[src/rtl/sq_ctrl_pkg.sv]
// sq_ctrl_pkg: shared store-queue types, depth and wrap-flag pointer helper
package sq_ctrl_pkg;

    localparam int SQ_DEPTH = 8;
    localparam int SQ_PTR_W = $clog2(SQ_DEPTH);

    typedef enum logic [1:0] {RUN, DRAIN, FLUSH} sq_state_t;

    typedef struct packed {
        logic                flag;
        logic [SQ_PTR_W-1:0] idx;
    } sq_ptr_t;

    function automatic sq_ptr_t sq_ptr_inc(input sq_ptr_t p);
        return (p.idx == SQ_PTR_W'(SQ_DEPTH - 1)) ? sq_ptr_t'{~p.flag, '0}
                                                  : sq_ptr_t'{p.flag, p.idx + 1'b1};
    endfunction

endpackage

[src/rtl/sq_ctrl_if.sv]
// sq_ctrl_if: dispatch, commit, dcache issue and flush signals of the store queue controller
interface sq_ctrl_if #(
    parameter int SQ_DEPTH = sq_ctrl_pkg::SQ_DEPTH,
    parameter int SQ_PTR_W = $clog2(SQ_DEPTH)
);

    logic                disp_valid;
    logic                disp_ready;
    logic [SQ_DEPTH-1:0] enq_onehot;
    logic [SQ_PTR_W:0]   enq_sqidx;
    logic                commit_valid;
    logic [SQ_DEPTH-1:0] commit_onehot;
    logic [SQ_DEPTH-1:0] entry_ready_to_go;
    logic                dcache_req_valid;
    logic                dcache_req_ready;
    logic [SQ_PTR_W-1:0] dcache_req_sel;
    logic [SQ_DEPTH-1:0] issuing_onehot;
    logic                flush_req;
    logic                entry_flush;
    logic [SQ_PTR_W:0]   sq_count;
    logic                sq_empty;

    modport master (
        output disp_valid, commit_valid, entry_ready_to_go, dcache_req_ready, flush_req,
        input  disp_ready, enq_onehot, enq_sqidx, commit_onehot, dcache_req_valid,
               dcache_req_sel, issuing_onehot, entry_flush, sq_count, sq_empty
    );

    modport slave (
        input  disp_valid, commit_valid, entry_ready_to_go, dcache_req_ready, flush_req,
        output disp_ready, enq_onehot, enq_sqidx, commit_onehot, dcache_req_valid,
               dcache_req_sel, issuing_onehot, entry_flush, sq_count, sq_empty
    );

endinterface

[src/rtl/sq_ptr.sv]
// sq_ptr: {wrap flag, index} queue pointer with increment and synchronous clear
module sq_ptr import sq_ctrl_pkg::*; (
    input  logic    clock,
    input  logic    reset,
    input  logic    inc,
    input  logic    clr,
    output sq_ptr_t ptr
);

    // Clear wins over increment so a flush always lands the pointer on zero.
    always_ff @(posedge clock or posedge reset)
        if (reset) ptr <= '0;
        else if (clr) ptr <= '0;
        else if (inc) ptr <= sq_ptr_inc(ptr);

endmodule

[src/rtl/sq_ctrl.sv]
// sq_ctrl: store queue pointer control -- allocation, commit marking, in-order dcache issue, flush
module sq_ctrl import sq_ctrl_pkg::*; #(
    parameter int SQ_DEPTH = sq_ctrl_pkg::SQ_DEPTH,
    parameter int SQ_PTR_W = $clog2(SQ_DEPTH)
) (
    input logic     clock,
    input logic     reset,
    sq_ctrl_if.slave bus
);

    sq_state_t state;
    sq_ptr_t   enq_ptr, cmt_ptr, deq_ptr, cmt_nxt, deq_nxt;
    logic      full, ptr_clr, enq_fire, cmt_fire, iss_fire;

    assign ptr_clr = (state == FLUSH);

    sq_ptr u_enq (.clock(clock), .reset(reset), .inc(enq_fire), .clr(ptr_clr), .ptr(enq_ptr));
    sq_ptr u_cmt (.clock(clock), .reset(reset), .inc(cmt_fire), .clr(ptr_clr), .ptr(cmt_ptr));
    sq_ptr u_deq (.clock(clock), .reset(reset), .inc(iss_fire), .clr(ptr_clr), .ptr(deq_ptr));

    // Handshakes and strobes; reset gates the input-driven strobes so nothing fires while held.
    always_comb begin
        full                 = (enq_ptr.idx == deq_ptr.idx) && (enq_ptr.flag != deq_ptr.flag);
        bus.disp_ready       = !reset && (state == RUN) && !full && !bus.flush_req;
        enq_fire             = bus.disp_valid && bus.disp_ready;
        cmt_fire             = !reset && (state == RUN) && bus.commit_valid;
        bus.dcache_req_valid = bus.entry_ready_to_go[deq_ptr.idx] && (deq_ptr != cmt_ptr);
        iss_fire             = bus.dcache_req_valid && bus.dcache_req_ready;
        bus.enq_onehot       = enq_fire ? SQ_DEPTH'(1) << enq_ptr.idx : '0;
        bus.enq_sqidx        = (SQ_PTR_W + 1)'(enq_ptr);
        bus.commit_onehot    = cmt_fire ? SQ_DEPTH'(1) << cmt_ptr.idx : '0;
        bus.issuing_onehot   = iss_fire ? SQ_DEPTH'(1) << deq_ptr.idx : '0;
        bus.dcache_req_sel   = deq_ptr.idx;
        bus.sq_count         = enq_ptr - deq_ptr;
        bus.sq_empty         = (enq_ptr == deq_ptr);
        cmt_nxt              = cmt_fire ? sq_ptr_inc(cmt_ptr) : cmt_ptr;
        deq_nxt              = iss_fire ? sq_ptr_inc(deq_ptr) : deq_ptr;
    end

    // Flush sequencing: drain committed stores to the dcache, then clear every pointer for one cycle.
    always_ff @(posedge clock or posedge reset)
        if (reset) begin
            state           <= RUN;
            bus.entry_flush <= 1'b0;
        end else begin
            unique case (state)
                RUN:     if (bus.flush_req) state <= (cmt_nxt == deq_nxt) ? FLUSH : DRAIN;
                DRAIN:   if (deq_nxt == cmt_ptr) state <= FLUSH;
                default: state <= RUN;
            endcase
            bus.entry_flush <= ((state == RUN) && bus.flush_req && (cmt_nxt == deq_nxt)) ||
                               ((state == DRAIN) && (deq_nxt == cmt_ptr));
        end

    // The ROB may only retire a store that has been dispatched.
    a_commit_legal: assert property (@(posedge clock) disable iff (reset)
        ((state == RUN) && bus.commit_valid) |-> (cmt_ptr != enq_ptr));

endmodule

[src/flat_wrapper.sv]
// flat-port wrapper written by rule: the top's interface ports become plain ports
module sq_ctrl_flat import sq_ctrl_pkg::*;
#(
    parameter int SQ_DEPTH = sq_ctrl_pkg::SQ_DEPTH,
    parameter int SQ_PTR_W = $clog2(SQ_DEPTH)
)
  (clock, reset, bus_disp_valid, bus_commit_valid, bus_entry_ready_to_go, bus_dcache_req_ready, bus_flush_req, bus_disp_ready, bus_enq_onehot, bus_enq_sqidx, bus_commit_onehot, bus_dcache_req_valid, bus_dcache_req_sel, bus_issuing_onehot, bus_entry_flush, bus_sq_count, bus_sq_empty);
  sq_ctrl_if #(.SQ_DEPTH(SQ_DEPTH), .SQ_PTR_W(SQ_PTR_W)) bus_i ();
  input logic clock;
  input logic reset;
  input wire logic [$bits(bus_i.disp_valid)-1:0] bus_disp_valid;
  input wire logic [$bits(bus_i.commit_valid)-1:0] bus_commit_valid;
  input wire logic [$bits(bus_i.entry_ready_to_go)-1:0] bus_entry_ready_to_go;
  input wire logic [$bits(bus_i.dcache_req_ready)-1:0] bus_dcache_req_ready;
  input wire logic [$bits(bus_i.flush_req)-1:0] bus_flush_req;
  output wire logic [$bits(bus_i.disp_ready)-1:0] bus_disp_ready;
  output wire logic [$bits(bus_i.enq_onehot)-1:0] bus_enq_onehot;
  output wire logic [$bits(bus_i.enq_sqidx)-1:0] bus_enq_sqidx;
  output wire logic [$bits(bus_i.commit_onehot)-1:0] bus_commit_onehot;
  output wire logic [$bits(bus_i.dcache_req_valid)-1:0] bus_dcache_req_valid;
  output wire logic [$bits(bus_i.dcache_req_sel)-1:0] bus_dcache_req_sel;
  output wire logic [$bits(bus_i.issuing_onehot)-1:0] bus_issuing_onehot;
  output wire logic [$bits(bus_i.entry_flush)-1:0] bus_entry_flush;
  output wire logic [$bits(bus_i.sq_count)-1:0] bus_sq_count;
  output wire logic [$bits(bus_i.sq_empty)-1:0] bus_sq_empty;
  assign bus_i.disp_valid = bus_disp_valid;
  assign bus_i.commit_valid = bus_commit_valid;
  assign bus_i.entry_ready_to_go = bus_entry_ready_to_go;
  assign bus_i.dcache_req_ready = bus_dcache_req_ready;
  assign bus_i.flush_req = bus_flush_req;
  assign bus_disp_ready = bus_i.disp_ready;
  assign bus_enq_onehot = bus_i.enq_onehot;
  assign bus_enq_sqidx = bus_i.enq_sqidx;
  assign bus_commit_onehot = bus_i.commit_onehot;
  assign bus_dcache_req_valid = bus_i.dcache_req_valid;
  assign bus_dcache_req_sel = bus_i.dcache_req_sel;
  assign bus_issuing_onehot = bus_i.issuing_onehot;
  assign bus_entry_flush = bus_i.entry_flush;
  assign bus_sq_count = bus_i.sq_count;
  assign bus_sq_empty = bus_i.sq_empty;
  sq_ctrl #(.SQ_DEPTH(SQ_DEPTH), .SQ_PTR_W(SQ_PTR_W)) u_core (.clock(clock), .reset(reset), .bus(bus_i));
endmodule
[config.mk]
export PLATFORM = sky130hd
export DESIGN_NAME = sq_ctrl_flat
export DESIGN_NICKNAME = d
export VERILOG_FILES = /design/src/rtl/sq_ctrl_pkg.sv /design/src/rtl/sq_ctrl_if.sv /design/src/rtl/sq_ptr.sv /design/src/rtl/sq_ctrl.sv /design/src/flat_wrapper.sv
export SDC_FILE = /design/constraint.sdc
export NUM_CORES = 1
export LEC_CHECK = 0
export ABC_AREA = 0
export BUFFER_PORTS_ARGS = -buffer_cell sky130_fd_sc_hd__buf_2
export CORE_ASPECT_RATIO = 0.8
export CORE_MARGIN = 1.5
export CORE_UTILIZATION = 40
export CTS_CLUSTER_SIZE = 40
export DETAILED_ROUTE_END_ITERATION = 12
export HOLD_SLACK_MARGIN = 0.02
export PLACE_DENSITY = 0.62
export SYNTH_ARGS = -nofsm -noshare
export SYNTH_HDL_FRONTEND = slang
export SYNTH_SLANG_ARGS = --single-unit
[constraint.sdc]
create_clock -name clock -period 7.4 [get_ports clock]
set_input_delay 2.22 -clock clock [delete_from_list [all_inputs] [get_ports clock]]
set_output_delay 2.22 -clock clock [all_outputs]
set_load 0.01 [all_outputs]
Yosys cells after proc, flatten, opt, wreduce, memory -nomap -nowiden
Index checks and enable logic that the tools add are counted.
Operators by class
  order comparisons: 1
  shifts and indexed selects: 3
  bitwise operators: 3
  eq/ne operators: 13
  muxes and demuxes: 18
  reduce and logical (&&, ||, !) cells: 20
  $add $sub $neg: 4
Operators with widths (count)
  two-way mux 4 bit: 9
  two-way mux 8 bit: 3
  << shifter 1 x 3 -> 8 bit, first input constant: 3
  == test 4 bit: 3
  logical AND 1 bit: 11
  adder 3 x 1 -> 3 bit, second input constant: 3
  == test 3 bit, second input constant: 3
  two-way mux 2 bit: 3
  < comparator 3 x 4 -> 1 bit, second input constant: 1
  != test 4 bit: 1
  one-hot mux 2 bit (2 select lines): 1
  AND reduction 2 bit: 2
  nonzero test 2 bit: 2
  subtractor 4 bit: 1
  binary-select mux 1 bit (select 3 bit): 1
  == test 3 bit: 1
  zero test 1 bit: 3
  NOT 1 bit: 3
  == test 2 x 1 -> 1 bit, second input constant: 1
  == test 2 bit, second input constant: 1
  zero test 2 bit: 1
  != test 2 x 1 -> 1 bit, second input constant: 1
  != test 2 bit, second input constant: 1
  logical OR 1 bit: 1
  2 further kinds: 2
Storage, ports and cells
  register bits after elaboration: 15
  output and inout port bits: 39
  input bits: 14
  logic and storage cells: 70

Depth between registers and ports, before layout
  word-level depth: 9
  mapped depth: 9
  mapped depth without buffers: 9

By module
From an unflattened synthesis, not the netlist that was laid out.
Second synthesis, totals
  cells, all modules: 194
  area total of the unflattened synthesis: 1690.4 sq um
By module, submodules not included
  sq_ctrl: seq. area each 75.1 sq um, instances 1, area an instance 1082.3 sq um, cells each 143
  sq_ptr: seq. area each 100.1 sq um, instances 3, area an instance 202.7 sq um, cells each 17

Worst setup path after synthesis
No wires, ideal clock.
  path kind: input port to output port
  from: in bus_flush_req
  to: out bus_enq_onehot[0]
  stages: 5
  data required time: 5.180 ns
  path buffers: 1
  arrival time: 3.655 ns
  setup slack: 1.525 ns
  cells stage by stage: or4_1 -> a41oi_1 -> and2_1 -> buf_2 -> and3_1
Between the ends
  cells in the longest elaborated chain, start to end: 4
RTL lines
  start, declared: line flat_wrapper.sv:15  | input wire logic [$bits(bus_i.flush_req)-1:0] bus_flush_req;
  zero test 1 bit: line sq_ctrl.sv:24  | bus.disp_ready = !reset && (state == RUN) && !full && !bus.flush_req;
  logical AND 1 bit: line sq_ctrl.sv:24
  net bus_disp_ready: line flat_wrapper.sv:16  | output wire logic [$bits(bus_i.disp_ready)-1:0] bus_disp_ready;
  logical AND 1 bit: line sq_ctrl.sv:25  | enq_fire = bus.disp_valid && bus.disp_ready;
  two-way mux 8 bit: line sq_ctrl.sv:29  | bus.enq_onehot = enq_fire ? SQ_DEPTH'(1) << enq_ptr.idx : '0;
  end, declared: line flat_wrapper.sv:17  | output wire logic [$bits(bus_i.enq_onehot)-1:0] bus_enq_onehot;
The timed path passes the listed nets, and every way through them passes these cells.

Worst setup path after layout
  from: in bus_flush_req
  to: out bus_enq_onehot[0]
Between the ends
  cells in the longest elaborated chain, start to end: 4
RTL lines (line)
  zero test 1 bit: sq_ctrl.sv:24
  logical AND 1 bit: sq_ctrl.sv:24
  logical AND 1 bit: sq_ctrl.sv:25
  two-way mux 8 bit: sq_ctrl.sv:29
Every way passes these cells.

==> metrics.csv <==
stage;metric;value;unit
global_routing;busiest grt layer;met2;
place;placed cell area;1822;sq um
logic_synthesis;sequential-to-total area share from yosys stat;23.94;%
cts;number of gates resized after cts;0;
detailed_routing;vias per cell;4.703;
global_routing;M2 GR Usage;24.29;%
logic_synthesis;Syn Nets;208;
die;DIE AREA;4306;sq um
logic_synthesis;cells after synthesis;172;
min_path;Hold Crit Class;flip-flop to flip-flop;
timing;final worst setup slack;1.320;ns
power;combinational power share;68.0;%
flow_run;max_cap viols;0;
global_routing;met3 usage;2.891;%
timing;RSZ-0062 raised after global routing;no;
cts;worst-case clock buffer depth;2;
timing;fin crit period;6.080;ns
logic_synthesis;Post-Synth Simple-Gate Area;22.59;%
cts;TritonCTS clock tree;yes;
die;core area;3779;sq um
die;Die Height;59.00;microns
power;pwr/cell area;432.3;nW/um^2
logic_synthesis;Synth top area share;23.94;%
logic_synthesis;YS warnings;0;
timing;worst hold slack;0.5433;ns
logic_synthesis;FF+latch count, synth;15;
timing;skew final;0.007984;ns
detailed_routing;drt first pass iters;4;
die;# rows;20;
timing;final setup violation count;0;
global_routing;GRT Residual Overflow;0;
timing;worst-margin pin slew;0.7654;ns
power;switching pwr;0.3914;mW
cts;CTS clock-pin slew for the worst setup and hold paths;0.06;ns
logic_synthesis;Synth area leaders;dfrtp_1, ha_1, and3_1, xnor2_1, nor2_1;
global_routing;GR Layer Usage met1;22.86;%
layout;final core utilization;49.44;%
logic_synthesis;syn_area_per_cell;9.115;sq um
logic_synthesis;Syn Std Cell Area;1568;sq um
timing;slew margin rel.;48.78;%
die;Initial Utilization;41.49;%
timing;Final Cycle Share;82.16;%
cts;clk root buf;clkbuf_8;
die;I/O Pins;53;
logic_synthesis;Synth Area in XOR/XNOR;9.896;%
global_routing;Total Routing Usage GR;15.33;%
setup_path;Setup crit end kind;output port;
layout;most common cell after layout, fill and taps aside;buf_2;
power;Sw Share;48.47;%
place;Placer Congestion;0.8225;
setup_path;crit path DAT;3.86;ns
layout;ratio of cells with drive above 1 in the final layout;31.65;%
layout;Nets;255;
timing;fmax;164.5;MHz
timing;setup TNS;0;ns
cts;setup bufs post-CTS;0;
timing;Final Hold Vio Count;0;
layout;most frequent cells in the layout;buf_2, nor2_1, and3_1, ha_1, inv_1;
detailed_routing;via count;1284;
setup_path;Worst EP required;5.18;ns
logic_synthesis;Synth Area in Compound Gates;9.896;%
setup_path;Crit Path Class;input port to output port;
global_routing;antenna violations before repair;0;
timing;max-slew violations;0;
layout;ant diodes;0;
place;HPWL reported at the end of detailed placement;2.481;mm
setup_path;critical path launch point type;input port;
layout;Final Instance Area;1868;sq um
detailed_routing;# DRC;0;
die;Die W;73.00;microns
logic_synthesis;largest family of logic cells by synthesized area;simple AND/OR/NAND/NOR gates;
setup_path;biggest fanout along the worst timing path;12;
power;Power Internal;0.4162;mW
logic_synthesis;Post-Synth Adder-Cell Area;18.04;%
global_routing;first-pass GRT wire length;5.202;mm
cts;cts hold-fix bufs;0;
detailed_routing;DR iter-0 viols;40;
global_routing;vias in the first global route;1129;
cts;htree depth;1;
cts;total CTS buffers;3;
logic_synthesis;post-synthesis mux area share;6.305;%
cts;CTS sink cnt;15;
global_routing;largest net degree at the start of global routing;17;
detailed_routing;Routed wire per std cell;11.54;microns
power;Max IR drop VDD;0.0002156;V
logic_synthesis;Synth cell types;42;
place;Place WS;1.331;ns
layout;Layout area overhead;19.15;%
cts;Clock Latency Late Sink;0.25;ns
place;number of buffers inserted by port buffering;52;
detailed_routing;final wirelength;3.151;mm
detailed_routing;antenna viol nets, final;0;
power;Clk pwr share;8.2;%
logic_synthesis;Yosys top cell by area;dfrtp_1;
power;sequential share of power;23.8;%
run_status;outcome;complete, no violations;
power;static leakage;1.084;nW
==> final cells by class <==
cell class              instances  area (sq um)
clock buffers                   3         41.29
clock inverters                 1         5.005
fillers                       393          1911
inverters                      17         63.81
multi-input cells             129          1046
flip-flops and latches         15         375.4
well taps                      55         68.82
repair buffers                 53         267.8
==> worst paths after layout <==
| path | from | endpoint | slack, ns | cells after the start |
|---|---|---|---|---|
| min | u_core.state[1] | u_core.state[0] | 0.54 | 1 |
| max in group asynchronous | reset | u_core.u_enq.ptr[3] | 4.97 | 2 |
| max reg2reg | u_core.u_deq.ptr[1] | u_core.state[0] | 5.03 | 7 |
| min in group asynchronous | reset | u_core.u_cmt.ptr[2] | 2.05 | 2 |
| min reg2reg | u_core.state[1] | u_core.state[0] | 0.54 | 1 |
| max | bus_flush_req | bus_enq_onehot[0] | 1.32 | 6 |
==> registers in the layout, indices dropped and copies added, names as in the netlist <==
name                    count
u_core.u_cmt.ptr            4
u_core.u_deq.ptr            4
u_core.u_enq.ptr            4
u_core.state                2
u_core.bus.entry_flush      1
==> metal layers <==
metal,vias to the layer above,share of wire (%)
met3,0,5.2
met2,31,42
met5,-,0
met1,584,52
met4,0,0
li1,669,-
==> critical path, stage by stage <==
cell	delay, ns
buf_2	0.11
or4_1	0.56
a41oi_1	0.29
and2_1	0.36
and3_1	0.19
buf_2	0.13
==> cell families (layout without fill, tap and decap cells) <==
logic type | Yosys count | after routing
AOI/OAI and AO/OA | 19 | 19
xor gates and xnor gates | 16 | 16
adders and majority gates | 22 | 22
buffers and inverters | 28 | 74
DFF | 15 | 15
muxes | 8 | 8
and+or+nand+nor | 64 | 64
==> per-stage QoR <==
| step | instances | total power, mW |
|---|---|---|
| 2_1_floorplan | 172 | 0.6319 |
| 3_3_place_gp | 269 | 0.7488 |
| 3_5_place_dp | 269 | 0.7478 |
| 4_1_cts | 273 | 0.8172 |
| 5_1_grt | 273 | 0.9044 |
| 6_report | 273 | 0.8076 |
==> cell usage after synthesis <==
| master | n |
|---|---|
| inv_1 | 17 |
| xnor2_2 | 2 |
| nor2_1 | 23 |
| mux2i_4 | 1 |
| and2_1 | 4 |
| buf_4 | 4 |
| o21a_1 | 1 |
| ha_1 | 21 |
| xor2_1 | 4 |
| o32ai_1 | 1 |
| clkbuf_1 | 1 |
| mux2_1 | 1 |
| mux2i_1 | 5 |
| o22ai_2 | 1 |
| and3_1 | 21 |
| nand2b_1 | 2 |
| dfrtp_1 | 15 |
| a41oi_1 | 1 |
| a211oi_1 | 1 |
| nor3_2 | 1 |
| nand4_1 | 1 |
| nor3b_2 | 1 |
| buf_6 | 3 |
| a211oi_2 | 1 |
| buf_2 | 3 |
| o211a_4 | 1 |
| or4_1 | 1 |
| nor4b_2 | 1 |
| o21ai_1 | 1 |
| fa_1 | 1 |
| or2_1 | 2 |
| mux2_4 | 1 |
| a32o_2 | 2 |
| xnor2_1 | 10 |
| a21oi_1 | 5 |
| a21o_1 | 1 |
| o22ai_1 | 1 |
| a31oi_1 | 1 |
| a22oi_1 | 1 |
| nand2_1 | 2 |
| nand3_1 | 3 |
| nor2b_1 | 2 |
==> power by group through the flow <==
stage	Combinational (mW)	Sequential, mW	Clock, mW
final	0.550	0.192	0.0660
after global routing	0.631	0.202	0.0708
after CTS	0.555	0.194	0.0679
after detailed placement	0.552	0.196	0
after global placement	0.553	0.196	0
after floorplan	0.467	0.165	0
(Power assumes the default switching activity.)
